**config.mk**
```make
export PLATFORM = sky130hd
export DESIGN_NAME = fetch
export DESIGN_NICKNAME = d
export VERILOG_FILES = /design/src/rtl/fetch_pkg.sv /design/src/rtl/fetch_fifo.sv /design/src/rtl/fetch.sv
export SDC_FILE = /design/constraint.sdc
export NUM_CORES = 1
export LEC_CHECK = 0
export CORE_UTILIZATION = 47
export DETAILED_ROUTE_END_ITERATION = 7
export PLACE_DENSITY = 0.77
export SYNTH_ARGS = -nofsm -noshare
export SYNTH_HDL_FRONTEND = slang
export SYNTH_SLANG_ARGS = --single-unit
```
**constraint.sdc**
```tcl
create_clock -name clk -period 3.2 [get_ports clk]
set_input_delay 0.64 -clock clk [delete_from_list [all_inputs] [get_ports clk]]
set_output_delay 0.64 -clock clk [all_outputs]
set_load 0.05 [all_outputs]
```
**src/rtl/fetch_pkg.sv**
```systemverilog
// Shared ISA definitions for the 16-bit pipeline: opcodes, bubble word and fetch-stage types.
package fetch_pkg;

    localparam logic [3:0]  OP_NOP      = 4'b0000;
    localparam logic [3:0]  OP_HALT     = 4'b0001;
    localparam logic [3:0]  OP_BRANCH   = 4'b0010;
    localparam logic [3:0]  OP_JUMP     = 4'b0100;
    localparam logic [15:0] INST_BUBBLE = 16'h0000;

    typedef enum logic {
        ST_RUN    = 1'b0,
        ST_HALTED = 1'b1
    } fetch_state_e;

    typedef struct packed {
        logic [15:0] pc;
        logic [15:0] inst;
    } fetch_entry_t;

    function automatic logic is_halt(input logic [15:0] word);
        return word[15:12] == OP_HALT;
    endfunction

endpackage

```
**src/rtl/fetch_fifo.sv**
```systemverilog
// Small synchronous FIFO of {pc, inst} entries between instruction memory and decode.
module fetch_fifo
    import fetch_pkg::*;
#(
    parameter int DEPTH = 2
) (
    input  logic                   clk,
    input  logic                   rst_n,
    input  logic                   push,
    input  logic                   pop,
    input  logic                   flush,
    input  fetch_entry_t           wdata,
    output fetch_entry_t           rdata,
    output logic [$clog2(DEPTH):0] count,
    output logic                   empty,
    output logic                   full
);

    localparam int PTR_W = $clog2(DEPTH);
    localparam int CNT_W = PTR_W + 1;

    fetch_entry_t     mem_q [DEPTH];
    logic [PTR_W-1:0] wr_ptr_q, wr_ptr_d;
    logic [PTR_W-1:0] rd_ptr_q, rd_ptr_d;
    logic [CNT_W-1:0] count_q, count_d;
    logic             do_push, do_pop;

    assign empty   = (count_q == '0);
    assign full    = (count_q == CNT_W'(DEPTH));
    assign count   = count_q;
    assign rdata   = mem_q[rd_ptr_q];
    assign do_pop  = pop & ~empty;
    // A full FIFO may still accept a push when the head leaves in the same cycle.
    assign do_push = push & (~full | do_pop);

    always_comb begin
        wr_ptr_d = wr_ptr_q;
        rd_ptr_d = rd_ptr_q;
        count_d  = count_q;
        if (flush) begin
            wr_ptr_d = '0;
            rd_ptr_d = '0;
            count_d  = '0;
        end else begin
            if (do_push) wr_ptr_d = wr_ptr_q + PTR_W'(1);
            if (do_pop)  rd_ptr_d = rd_ptr_q + PTR_W'(1);
            count_d = count_q + CNT_W'(do_push) - CNT_W'(do_pop);
        end
    end

    always_ff @(posedge clk or negedge rst_n) begin
        if (!rst_n) begin
            wr_ptr_q <= '0;
            rd_ptr_q <= '0;
            count_q  <= '0;
        end else begin
            wr_ptr_q <= wr_ptr_d;
            rd_ptr_q <= rd_ptr_d;
            count_q  <= count_d;
        end
    end

    always_ff @(posedge clk) begin
        if (do_push && !flush) mem_q[wr_ptr_q] <= wdata;
    end

endmodule

```
**src/rtl/fetch.sv**
```systemverilog
// Instruction fetch stage: PC ownership, credit-limited in-order requests, wrong-path dropping,
// redirect handling and the RUN/HALTED control FSM.
module fetch
    import fetch_pkg::*;
#(
    parameter logic [15:0] RESET_PC   = 16'h0000,
    parameter int          FIFO_DEPTH = 2
) (
    input  logic        clk,
    input  logic        rst,
    output logic        imem_req,
    output logic [15:0] imem_addr,
    input  logic        imem_gnt,
    input  logic        imem_rvalid,
    input  logic [15:0] imem_rdata,
    input  logic        redirect,
    input  logic [15:0] redirect_pc,
    input  logic        stall,
    output logic        inst_valid,
    output logic [15:0] PC,
    output logic [15:0] PCPlus1,
    output logic [15:0] inst,
    output logic        halted
);

    localparam int CNT_W = $clog2(FIFO_DEPTH) + 1;

    fetch_state_e     state_q, state_d;
    logic [15:0]      fetch_pc_q, fetch_pc_d;
    logic [15:0]      resp_pc_q, resp_pc_d;
    logic [CNT_W-1:0] outstanding_q, outstanding_d;
    logic [CNT_W-1:0] drop_cnt_q, drop_cnt_d;
    logic [CNT_W-1:0] drop_after_resp;

    logic             grant, resp_drop, halt_pop;
    logic             fifo_push, fifo_pop, fifo_flush, fifo_empty, fifo_full;
    logic [CNT_W-1:0] fifo_count;
    fetch_entry_t     fifo_head, fifo_wdata;

    assign imem_addr  = fetch_pc_q;
    assign halted     = (state_q == ST_HALTED);
    assign fifo_wdata = '{pc: resp_pc_q, inst: imem_rdata};

    always_comb begin
        // Requests are held off while reset is asserted, even though the counters read zero.
        imem_req   = rst && (state_q == ST_RUN) &&
                     (({1'b0, outstanding_q} + {1'b0, fifo_count}) < (CNT_W + 1)'(FIFO_DEPTH));
        grant      = imem_req & imem_gnt;
        inst_valid = ~fifo_empty & ~redirect & (state_q == ST_RUN);
        fifo_pop   = inst_valid & ~stall;
        halt_pop   = fifo_pop & is_halt(fifo_head.inst);
        fifo_flush = redirect | halt_pop;
        resp_drop  = imem_rvalid && (drop_cnt_q != '0);
        fifo_push  = imem_rvalid & ~resp_drop & ~fifo_flush & (state_q == ST_RUN);
        PC         = inst_valid ? fifo_head.pc : resp_pc_q;
        PCPlus1    = PC + 16'd1;
        inst       = inst_valid ? fifo_head.inst : INST_BUBBLE;
    end

    always_comb begin
        state_d         = state_q;
        fetch_pc_d      = grant ? fetch_pc_q + 16'd1 : fetch_pc_q;
        resp_pc_d       = fifo_push ? resp_pc_q + 16'd1 : resp_pc_q;
        outstanding_d   = outstanding_q + CNT_W'(grant) - CNT_W'(imem_rvalid);
        drop_after_resp = resp_drop ? drop_cnt_q - CNT_W'(1) : drop_cnt_q;
        drop_cnt_d      = drop_after_resp;
        // Everything still in flight after this cycle, including a same-cycle grant, is wrong-path.
        if (redirect) begin
            fetch_pc_d = redirect_pc;
            resp_pc_d  = redirect_pc;
            drop_cnt_d = drop_after_resp + outstanding_d;
            state_d    = ST_RUN;
        end else if (halt_pop) begin
            drop_cnt_d = drop_after_resp + outstanding_d;
            state_d    = ST_HALTED;
        end
    end

    always_ff @(posedge clk or negedge rst) begin
        if (!rst) begin
            state_q       <= ST_RUN;
            fetch_pc_q    <= RESET_PC;
            resp_pc_q     <= RESET_PC;
            outstanding_q <= '0;
            drop_cnt_q    <= '0;
        end else begin
            state_q       <= state_d;
            fetch_pc_q    <= fetch_pc_d;
            resp_pc_q     <= resp_pc_d;
            outstanding_q <= outstanding_d;
            drop_cnt_q    <= drop_cnt_d;
        end
    end

    fetch_fifo #(
        .DEPTH(FIFO_DEPTH)
    ) u_fifo (
        .clk  (clk),
        .rst_n(rst),
        .push (fifo_push),
        .pop  (fifo_pop),
        .flush(fifo_flush),
        .wdata(fifo_wdata),
        .rdata(fifo_head),
        .count(fifo_count),
        .empty(fifo_empty),
        .full (fifo_full)
    );

    a_no_overflow: assert property (@(posedge clk) disable iff (!rst)
        !(fifo_push && fifo_full && !fifo_pop));

endmodule

```
# After elaboration in Yosys (flattened, before gate mapping)
# Memories as Yosys holds them, arrays and structs flattened.
# Cells that the tools add are included.
[op_classes]
order_cmp = 1
addsub = 12
n_bitwise = 19
eq_ne = 2
reduce_logical = 12
mux = 18
[ops]
columns = ["op", "count"]
rows = [
  ["$mux W16", 6],
  ["$add A16 B1 Y16 const B", 3],
  ["$reduce_bool A2 Y1", 6],
  ["$and A1 B1 Y1", 10],
  ["$mux W1", 8],
  ["$mux W2", 4],
  ["$not A1 Y1", 7],
  ["$add A2 B1 Y2", 2],
  ["$eq A4 B1 Y1 const B", 1],
  ["$logic_and A1 B1 Y1", 4],
  ["$sub A2 B1 Y2", 2],
  ["$add A2 B2 Y3", 1],
  ["$lt A3 B2 Y1 const B", 1],
  ["$add A1 B1 Y1 const B", 2],
  ["$add A2 B2 Y2", 1],
  ["$eq A2 B2 Y1 const B", 1],
  ["$logic_not A2 Y1", 1],
  ["$or A1 B1 Y1", 2],
  ["$sub A2 B1 Y2 const B", 1],
  ["$logic_not A1 Y1", 1],
]
[totals]
ram_bits = 64
n_memories = 1
reg_bits = 41
[mem_list]
columns = ["memory", "words", "word_bits", "read_ports", "rd_ports_with_merged_regs", "wr", "line", "source"]
rows = [
  ["u_fifo.mem_q", 2, 32, 1, 0, 1, "fetch_fifo.sv:22", "fetch_entry_t mem_q [DEPTH];"],
]

# Depth between registers and ports, before layout
# Gate-level depths: netlist of the first run.
[logic_depth]
depth_word = 14
mapped_depth = 14
mapped_depth_nobuf = 13

# Hierarchy
# From an unflattened synthesis of the first run, not the netlist that was laid out.
[hier_totals]
cells_unflattened = 452
area_unflattened_um2 = 5441.5
[by_module_without_submodules]
columns = ["module", "n_inst", "seq_area_each_um2", "cells_per_inst", "area_each_um2"]
rows = [
  ["fetch", 1, 925.9, 323, 2879.0],
  ["fetch_fifo", 1, 2021.9, 129, 2562.5],
]

# Worst setup path before layout of the first run
# No wires, ideal clock.
[synth_timing]
path_kind = "register -> output"
startpoint = "register state_q (netlist: halted)"
endpoint = "output port PCPlus1[10]"
t_arrival_ps = 4600
path_buffers = 1
path_slack_ps = -2040
stages_incl_launch_ff = 12
t_required_ps = 2560
cell_sequence = "dfrtp_1 buf_6 nor2_2 nand2_2 clkinv_2 mux2i_1 inv_1 ha_1 a21boi_0 a31oi_1 nor2_1 xnor2_1"
[synth_between]
elab_chain_cells = 4
[synth_lines]
columns = ["item", "line", "source"]
rows = [
  ["start, declared", "fetch.sv:28", "fetch_state_e state_q, state_d;"],
  ["start signal, assigned", "fetch.sv:87", "state_q <= state_d;"],
  ["$not A1 Y1", "fetch.sv:49", "inst_valid = ~fifo_empty & ~redirect & (state_q == ST_RUN);"],
  ["$and A1 B1 Y1", "fetch.sv:49", ""],
  ["named net inst_valid", "fetch.sv:19", "output logic inst_valid,"],
  ["$mux W16", "fetch.sv:55", "PC = inst_valid ? fifo_head.pc : resp_pc_q;"],
  ["named net PC[0]", "fetch.sv:20", "output logic [15:0] PC,"],
  ["$add A16 B1 Y16", "fetch.sv:56", "PCPlus1 = PC + 16'd1;"],
  ["end, declared", "fetch.sv:21", "output logic [15:0] PCPlus1,"],
]
# The timed path passes the listed nets, and every way through them passes these cells.

# Worst setup path in the final report of the first run
[layout_timing]
startpoint = "register u_fifo.rd_ptr_q"
endpoint = "output port PCPlus1[12]"
[layout_between]
elab_chain_cells = 3
[layout_lines]
columns = ["item", "line", "source"]
rows = [
  ["start, declared", "fetch_fifo.sv:24", "logic [PTR_W-1:0] rd_ptr_q, rd_ptr_d;"],
  ["start signal, assigned", "fetch_fifo.sv:58", "rd_ptr_q <= rd_ptr_d;"],
  ["$mem_v2 Z2 W32", "n/a", ""],
  ["$mux W16", "fetch.sv:55", ""],
  ["$add A16 B1 Y16", "fetch.sv:56", ""],
]
# No other way between the ends.

==> run_summary.xml, run 1 <==
<?xml version="1.0" encoding="UTF-8"?>
<metrics>
  <group name="yosys">
    <metric name="post_synth_num_cell_types" unit="">54</metric>
    <metric name="synth_seq_area_share" unit="">0.552</metric>
    <metric name="seq_cells_post_synth" unit="">105</metric>
    <metric name="syn-instance-count" unit="">456</metric>
    <metric name="synth.cell_area" unit="um2">5340</metric>
    <metric name="syn-num-nets" unit="">504</metric>
    <metric name="post_synth.cell_area_avg" unit="um2">11.7</metric>
    <metric name="synthesis.yosys.warnings" unit="">0</metric>
  </group>
  <group name="place">
    <metric name="dp_slack" unit="ns">-0.834</metric>
    <metric name="place.gp.congestion" unit="">0.872</metric>
    <metric name="place.detailed.instances" unit="">747</metric>
    <metric name="placement.cell_area" unit="um2">7550</metric>
    <metric name="dpl.hpwl" unit="mm">9.84</metric>
    <metric name="port_buffers" unit="">104</metric>
  </group>
  <group name="sta">
    <metric name="finalWorstSetupSlack" unit="ns">-0.349</metric>
    <metric name="worst_pin_slew" unit="ns">0.570</metric>
    <metric name="portion_of_the_clock_cycle_consumed_by_the_worst_path_in_the_final_layout" unit="">1.11</metric>
    <metric name="post-route-min-period" unit="ns">3.55</metric>
    <metric name="finalSetupViolations" unit="">12</metric>
    <metric name="report.final.hold_viol_count" unit="">0</metric>
    <metric name="timing.setup.tns" unit="ns">-2.81</metric>
    <metric name="drv_slew" unit="">0</metric>
    <metric name="whs" unit="ns">0.391</metric>
    <metric name="max_freq" unit="GHz">0.282</metric>
    <metric name="rsz0062_at_grt" unit="">true</metric>
    <metric name="max-slew-margin-rel" unit="">0.616</metric>
    <metric name="finalClockSkew" unit="ns">0.0106</metric>
  </group>
  <group name="cells_and_area">
    <metric name="layout.area.seq" unit="um2">2950</metric>
    <metric name="fill_cells" unit="">661</metric>
    <metric name="area_growth_syn_to_layout" unit="%">57.8</metric>
    <metric name="antenna_cells" unit="">0</metric>
    <metric name="layout-drive-gt1-share" unit="">0.391</metric>
    <metric name="nNetsFinal" unit="">690</metric>
    <metric name="multi_input_comb_area" unit="um2">2710</metric>
    <metric name="final_cell_count_no_fill" unit="">787</metric>
    <metric name="final_core_utilization" unit="">0.770</metric>
    <metric name="design_area" unit="um2">8430</metric>
  </group>
  <group name="route">
    <metric name="count_of_nets_left_with_antenna_violations_after_detail_routing" unit="">0</metric>
    <metric name="avgRoutedWirePerCell" unit="um">19.3</metric>
    <metric name="wl" unit="mm">15.2</metric>
    <metric name="first_pass_iters" unit="">4</metric>
    <metric name="detail_route.drc_violations" unit="">0</metric>
    <metric name="via_per_inst" unit="">5.58</metric>
    <metric name="drtIter0Drc" unit="">236</metric>
    <metric name="route.vias.total" unit="">4394</metric>
  </group>
  <group name="cts">
    <metric name="cts_inserted_buffers" unit="">9</metric>
    <metric name="worst_setup_hold_path_clk_slew" unit="ns">0.08</metric>
    <metric name="cts_hold_repair.buffers" unit="">0</metric>
    <metric name="cts.htree.levels" unit="">3</metric>
    <metric name="clk_latency" unit="ns">0.36</metric>
    <metric name="clock_sinks" unit="">105</metric>
    <metric name="buffers_from_clock_root_to_sink_at_most" unit="">2</metric>
    <metric name="cts_tree" unit="">built</metric>
    <metric name="cts_root_buffer" unit="">sky130_fd_sc_hd__clkbuf_16</metric>
  </group>
  <group name="power">
    <metric name="finalPower" unit="mW">6.01</metric>
    <metric name="power.share.clock" unit="">0.186</metric>
    <metric name="swShare" unit="">0.399</metric>
    <metric name="power_density" unit="nW/um2">714</metric>
    <metric name="vdd.ir_drop.worst" unit="mV">0.621</metric>
    <metric name="p_int" unit="mW">3.62</metric>
    <metric name="net_switching" unit="mW">2.40</metric>
    <metric name="share_comb_of_total_power" unit="">0.525</metric>
    <metric name="flop_pwr_share" unit="">0.289</metric>
    <metric name="leakagePower" unit="nW">3.26</metric>
  </group>
  <group name="setup_path">
    <metric name="criticalPathCategory" unit="">flop to output pin</metric>
    <metric name="regToRegStartpoint" unit="">u_fifo.count[0]</metric>
    <metric name="ff2ff_setup_slack" unit="ns">0.12</metric>
    <metric name="r2r_end" unit="">drop_cnt_q[1]</metric>
    <metric name="r2r_cells" unit="">15</metric>
    <metric name="arrival" unit="ns">2.91</metric>
    <metric name="cp-end-kind" unit="">output pin</metric>
    <metric name="critPathLaunchType" unit="">flop</metric>
    <metric name="cp_max_fo" unit="">5</metric>
    <metric name="timing.critical_path.required" unit="ns">2.56</metric>
  </group>
  <group name="floorplan">
    <metric name="placementRows" unit="">38</metric>
    <metric name="core_region_area" unit="um2">10900</metric>
    <metric name="chipWidth" unit="um">109</metric>
    <metric name="floorplan.die_area" unit="um2">11800</metric>
    <metric name="fp.dieH" unit="um">109</metric>
    <metric name="boundaryPins" unit="">105</metric>
    <metric name="start_util" unit="">0.488</metric>
  </group>
  <group name="run_status">
    <metric name="status" unit="">finished, violations left</metric>
    <metric name="violated_checks" unit="">negative setup slack</metric>
  </group>
  <group name="grt">
    <metric name="grt_antenna_before_repair" unit="">0</metric>
    <metric name="globalRoute.totalOverflow" unit="">0</metric>
    <metric name="grt_start_max_net_pins" unit="">42</metric>
    <metric name="grt_first_pass_wirelength" unit="mm">22.3</metric>
    <metric name="vias_in_the_first_global_route" unit="">4462</metric>
    <metric name="grt_use_total" unit="">0.252</metric>
  </group>
  <group name="run">
    <metric name="cap_viol_max_count" unit="">0</metric>
  </group>
  <group name="worst_hold_path">
    <metric name="holdCritPathClass" unit="">input port to async pin</metric>
  </group>
</metrics>
-- worst max-delay path, cell delays in order (launching register included) --
cell and delay, ns:
sky130_fd_sc_hd__dfrtp_2 0.46, sky130_fd_sc_hd__buf_6 0.13, sky130_fd_sc_hd__buf_6 0.10, sky130_fd_sc_hd__mux2_4 0.30
sky130_fd_sc_hd__mux2i_4 0.26, sky130_fd_sc_hd__clkinvlp_4 0.19, sky130_fd_sc_hd__ha_4 0.20, sky130_fd_sc_hd__a21boi_4 0.15
sky130_fd_sc_hd__a31oi_2 0.15, sky130_fd_sc_hd__buf_6 0.16, sky130_fd_sc_hd__nor4_4 0.05, sky130_fd_sc_hd__xnor2_2 0.22
sky130_fd_sc_hd__buf_12 0.18
-- cell usage after synthesis (all sizes together) --
cell type,count,area share
a2111oi,2,0.0033
a211oi,2,0.0037
a21boi,1,0.0014
a21o,2,0.0028
a21oi,20,0.019
a22oi,1,0.0023
a31oi,3,0.0035
a32oi,2,0.0033
and2,4,0.0047
and3,5,0.0059
and4,2,0.0033
buf,11,0.012
clkbuf,7,0.0049
clkinv,1,0.00094
dfrtp,41,0.19
edfxtp,64,0.36
fa,1,0.0037
ha,9,0.021
inv,22,0.015
mux2,24,0.051
mux2i,28,0.052
nand2,29,0.021
nand2b,3,0.0035
nand3,14,0.013
nand3b,3,0.0042
nand4,10,0.012
nor2,46,0.033
nor2b,4,0.0047
nor3,10,0.011
nor3b,1,0.0014
nor4,7,0.0094
nor4b,3,0.0073
o211ai,2,0.0028
o21ai,9,0.0084
o21ba,1,0.0019
o21bai,1,0.0014
o22ai,1,0.0012
or2,4,0.0047
or3,1,0.0012
or4,2,0.0028
or4b,1,0.0026
xnor2,29,0.048
xor2,23,0.038
-- how the worst max path moves through the flow --
| stage | cells past startpoint | startpoint | endpoint |
|---|---|---|---|
| 3_3_place_gp | 16 | redirect | PCPlus1[14] |
| 5_1_grt | 8 | u_fifo.rd_ptr_q | PCPlus1[15] |
| 2_1_floorplan | 11 | halted | PCPlus1[8] |
| 4_1_cts | 15 | redirect | PCPlus1[8] |
| 6_report | 12 | u_fifo.rd_ptr_q | PCPlus1[12] |
| 3_5_place_dp | 13 | redirect | PCPlus1[14] |
-- cells by family after synthesis --
logic type                 count (synthesis)  share of synthesized area
xor gates and xnor gates                  52                     0.0853
buffers and inverters                     41                     0.0337
DFF                                      105                      0.552
and+or+nand+nor                          149                      0.146
adders and majority gates                 10                     0.0248
AOI/OAI and AO/OA                         47                     0.0548
muxes                                     52                      0.103
-- cells in the final DEF (no fill, tap or decap), drive strengths merged, types with 11 or more instances in the layout --
master,synthesis,layout
nor2,46,46
nand3,14,14
dfrtp,41,41
clkdlybuf4s50,0,52
inv,22,23
nand2,29,29
clkbuf,7,11
a21oi,20,20
edfxtp,64,64
mux2i,28,28
xor2,23,23
buf,11,139
mux2,24,24
xnor2,29,29
-- state kept, by name, summed over array words and instances (netlist names) --
signal / flops
u_fifo.mem_q: 64
imem_addr: 16
resp_pc_q: 16
drop_cnt_q: 2
outstanding_q: 2
u_fifo.count: 2
halted: 1
u_fifo.rd_ptr_q: 1
u_fifo.wr_ptr_q: 1
-- routing by layer --
layer,vias to the layer above,wire length (um),track usage
met5,-,0,0
met4,0,303,0.0936
met3,24,725,0.0542
met2,166,7950,0.429
met1,2206,6240,0.314
li1,1998,-,-
-- timing repair --
item                       4_1_cts  5_1_grt
setup endpoints to repair       20       14
setup buffers                   11       16
pin swaps                       12       25
resized for setup               42       47
-- final cells by class --
class	instances	share of cell area
clock inverters	7	0.00995
flip-flops and latches	105	0.350
inverters	23	0.0125
clock buffers	9	0.0267
repair buffers	193	0.258
multi-input cells	310	0.322
well taps	140	0.0208
-- power groups by stage --
stage	Sequential, mW	Combinational (mW)	Clock (mW)
after detailed placement	1.75	2.81	0
after global placement	1.74	2.76	0
after floorplan	1.84	1.46	0
after global routing	1.75	3.31	1.18
after CTS	1.73	2.93	1.12
final	1.74	3.16	1.12
Power figures use the tool's default switching activity.
==> inputs of run 2 (changes only) <==
--- a/config.mk
+++ b/config.mk
@@ -7,7 +7,7 @@
 export LEC_CHECK = 0
 export CORE_UTILIZATION = 47
 export DETAILED_ROUTE_END_ITERATION = 7
-export PLACE_DENSITY = 0.77
+export PLACE_DENSITY = 0.74
 export SYNTH_ARGS = -nofsm -noshare
 export SYNTH_HDL_FRONTEND = slang
 export SYNTH_SLANG_ARGS = --single-unit
==> run_summary.xml, run 2 (synthesis gave the netlist of run 1 again) <==
<?xml version="1.0" encoding="UTF-8"?>
<metrics>
  <group name="floorplan">
    <metric name="floorplan.die_area" unit="um2">11800</metric>
    <metric name="start_util" unit="">0.488</metric>
    <metric name="fp.dieH" unit="um">109</metric>
    <metric name="placementRows" unit="">38</metric>
    <metric name="boundaryPins" unit="">105</metric>
    <metric name="chipWidth" unit="um">109</metric>
    <metric name="core_region_area" unit="um2">10900</metric>
  </group>
  <group name="power">
    <metric name="leakagePower" unit="nW">3.26</metric>
    <metric name="vdd.ir_drop.worst" unit="mV">0.563</metric>
    <metric name="power_density" unit="nW/um2">707</metric>
  </group>
  <group name="run_status">
    <metric name="status" unit="">finished, violations left</metric>
    <metric name="violated_checks" unit="">negative setup slack</metric>
  </group>
  <group name="cts">
    <metric name="cts_root_buffer" unit="">sky130_fd_sc_hd__clkbuf_16</metric>
    <metric name="clock_sinks" unit="">105</metric>
    <metric name="cts_hold_repair.buffers" unit="">0</metric>
    <metric name="clk_latency" unit="ns">0.36</metric>
    <metric name="cts.htree.levels" unit="">3</metric>
    <metric name="worst_setup_hold_path_clk_slew" unit="ns">0.07</metric>
    <metric name="cts_tree" unit="">built</metric>
    <metric name="buffers_from_clock_root_to_sink_at_most" unit="">2</metric>
    <metric name="cts_inserted_buffers" unit="">9</metric>
  </group>
  <group name="grt">
    <metric name="grt_use_total" unit="">0.272</metric>
    <metric name="globalRoute.totalOverflow" unit="">0</metric>
    <metric name="grt_antenna_before_repair" unit="">0</metric>
    <metric name="vias_in_the_first_global_route" unit="">4601</metric>
    <metric name="grt_first_pass_wirelength" unit="mm">23.8</metric>
    <metric name="grt_start_max_net_pins" unit="">42</metric>
  </group>
  <group name="setup_path">
    <metric name="path_cells" unit="">buf_6 &gt; nor2_4 &gt; buf_4 &gt; a21oi_4 &gt; nor4_4 &gt; or4b_4 &gt; nor4b_4 &gt; xor2_1 &gt; clkbuf_16</metric>
    <metric name="critPathLaunchType" unit="">flop</metric>
    <metric name="timing.critical_path.required" unit="ns">2.56</metric>
    <metric name="timing.critical_path.max_delay_family" unit="">simple AND/OR/NAND/NOR gates</metric>
    <metric name="arrival" unit="ns">2.89</metric>
    <metric name="critical_path_s_largest_stage_delay" unit="ns">0.55</metric>
    <metric name="cp-startpoint" unit="">halted</metric>
    <metric name="cp_max_fo" unit="">4</metric>
    <metric name="criticalPathCategory" unit="">flop to output pin</metric>
    <metric name="cp-end-kind" unit="">output pin</metric>
    <metric name="regToRegStartpoint" unit="">u_fifo.count[0]</metric>
    <metric name="cp_num_buf_inv" unit="">3</metric>
    <metric name="crit_slowest_cell" unit="">sky130_fd_sc_hd__or4b_4</metric>
  </group>
  <group name="place">
    <metric name="place.detailed.instances" unit="">749</metric>
    <metric name="place.gp.congestion" unit="">0.862</metric>
    <metric name="dpl.hpwl" unit="mm">9.77</metric>
    <metric name="port_buffers" unit="">104</metric>
  </group>
  <group name="run">
    <metric name="cap_viol_max_count" unit="">0</metric>
  </group>
  <group name="route">
    <metric name="detail_route.drc_violations" unit="">0</metric>
    <metric name="drtIter0Drc" unit="">226</metric>
    <metric name="wl" unit="mm">15.5</metric>
    <metric name="route.vias.total" unit="">4462</metric>
    <metric name="via_per_inst" unit="">5.64</metric>
    <metric name="first_pass_iters" unit="">5</metric>
    <metric name="avgRoutedWirePerCell" unit="um">19.6</metric>
    <metric name="count_of_nets_left_with_antenna_violations_after_detail_routing" unit="">0</metric>
  </group>
  <group name="sta">
    <metric name="whs" unit="ns">0.407</metric>
    <metric name="drv_slew" unit="">0</metric>
    <metric name="portion_of_the_clock_cycle_consumed_by_the_worst_path_in_the_final_layout" unit="">1.10</metric>
    <metric name="max_freq" unit="GHz">0.283</metric>
    <metric name="report.final.hold_viol_count" unit="">0</metric>
    <metric name="worst_pin_slew" unit="ns">0.532</metric>
    <metric name="max-slew-margin-rel" unit="">0.645</metric>
    <metric name="post-route-min-period" unit="ns">3.53</metric>
    <metric name="rsz0062_at_grt" unit="">true</metric>
    <metric name="finalClockSkew" unit="ns">0.00848</metric>
    <metric name="finalWorstSetupSlack" unit="ns">-0.334</metric>
    <metric name="finalSetupViolations" unit="">11</metric>
  </group>
  <group name="cells_and_area">
    <metric name="largest_register_ffs" unit="">64</metric>
    <metric name="registers.top_by_ff_count" unit="">u_fifo.mem_q</metric>
    <metric name="area_growth_syn_to_layout" unit="%">57.5</metric>
    <metric name="antenna_cells" unit="">0</metric>
    <metric name="most-common-layout-cells" unit="">sky130_fd_sc_hd__buf_4 (86), sky130_fd_sc_hd__edfxtp_1 (64), sky130_fd_sc_hd__clkdlybuf4s50_1 (52)</metric>
    <metric name="layout-drive-gt1-share" unit="">0.386</metric>
    <metric name="final_core_utilization" unit="">0.769</metric>
    <metric name="final_cell_count_no_fill" unit="">791</metric>
    <metric name="nNetsFinal" unit="">694</metric>
    <metric name="fill_cells" unit="">669</metric>
    <metric name="most_common_cell_after_layout_fill_and_taps_aside" unit="">sky130_fd_sc_hd__buf_4</metric>
  </group>
  <group name="worst_hold_path">
    <metric name="holdCritPathClass" unit="">input port to async pin</metric>
  </group>
</metrics>
==> run 2: worst register-to-register path, stage by stage, from the launching register on <==
cell,delay (ns)
sky130_fd_sc_hd__dfrtp_1,0.40
sky130_fd_sc_hd__buf_6,0.14
sky130_fd_sc_hd__and2_4,0.14
sky130_fd_sc_hd__fa_1,0.49
sky130_fd_sc_hd__nor4b_4,0.25
sky130_fd_sc_hd__and2_4,0.19
sky130_fd_sc_hd__inv_2,0.05
sky130_fd_sc_hd__ha_1,0.26
sky130_fd_sc_hd__inv_1,0.04
sky130_fd_sc_hd__ha_2,0.17
sky130_fd_sc_hd__xnor2_1,0.13
sky130_fd_sc_hd__xnor2_1,0.24
sky130_fd_sc_hd__xor2_1,0.17
sky130_fd_sc_hd__nand2_1,0.09
sky130_fd_sc_hd__xnor2_1,0.15
==> run 2: path summary, 6_finish.rpt <==
| kind | endpoint | slack, ns | cells past startpoint |
|---|---|---|---|
| setup / recovery | PCPlus1[15] | -0.33 | 9 |
| max in group asynchronous | u_fifo.rd_ptr_q | 2.38 | 2 |
| hold / removal | imem_addr[14] | 0.41 | 2 |
| hold reg to reg | outstanding_q[0] | 0.57 | 1 |
| setup reg to reg | drop_cnt_q[1] | 0.17 | 14 |
| min in group clk | outstanding_q[0] | 0.57 | 1 |
==> run 2: layout make-up <==
cell class                      count  area [um2]  share of cell area
Sequential cell                   105        2950               0.351
Inverter                           23         105              0.0125
Clock buffer                        9         225              0.0268
Multi-Input combinational cell    310        2670               0.318
Tap cell                          140         175              0.0208
Timing Repair Buffer              197        2220               0.264
Clock inverter                      7        60.1             0.00714
==> run 2: repair_timing <==
item | in CTS | in global routing
endpoints found under the setup margin | 20 | 15
endpoints found under the hold margin | 0 | 0
gates resized for setup | 48 | 32
pin swaps | 23 | 23
setup buffers | 21 | 6
==> run 2: per-stage QoR <==
| stage | total power, mW | cell area (um2) | setup WS, ns | TNS, ns |
|---|---|---|---|---|
| CTS | 5.80 | 8220 | -0.262 | -2.25 |
| finish | 5.95 | 8410 | -0.334 | -2.82 |
| detailed placement | 4.58 | 7580 | -0.857 | -9.42 |
| floorplan | 3.30 | 5530 | -0.883 | -7.57 |
| global placement | 4.52 | 7580 | -0.676 | -7.37 |
| global route | 6.17 | 8410 | -0.381 | -3.43 |
==> run 2: metal layers <==
metal | share of wire | global-route usage
met5 | 0 | 0
met4 | 0.036 | 0.136
met3 | 0.060 | 0.0470
met2 | 0.52 | 0.469
met1 | 0.38 | 0.328
==> run 2: report_power, final <==
group,internal [mW],switching (mW)
Sequential,1.61,0.125
Combinational,1.43,1.70
Clock,0.544,0.536
Total,3.59,2.36
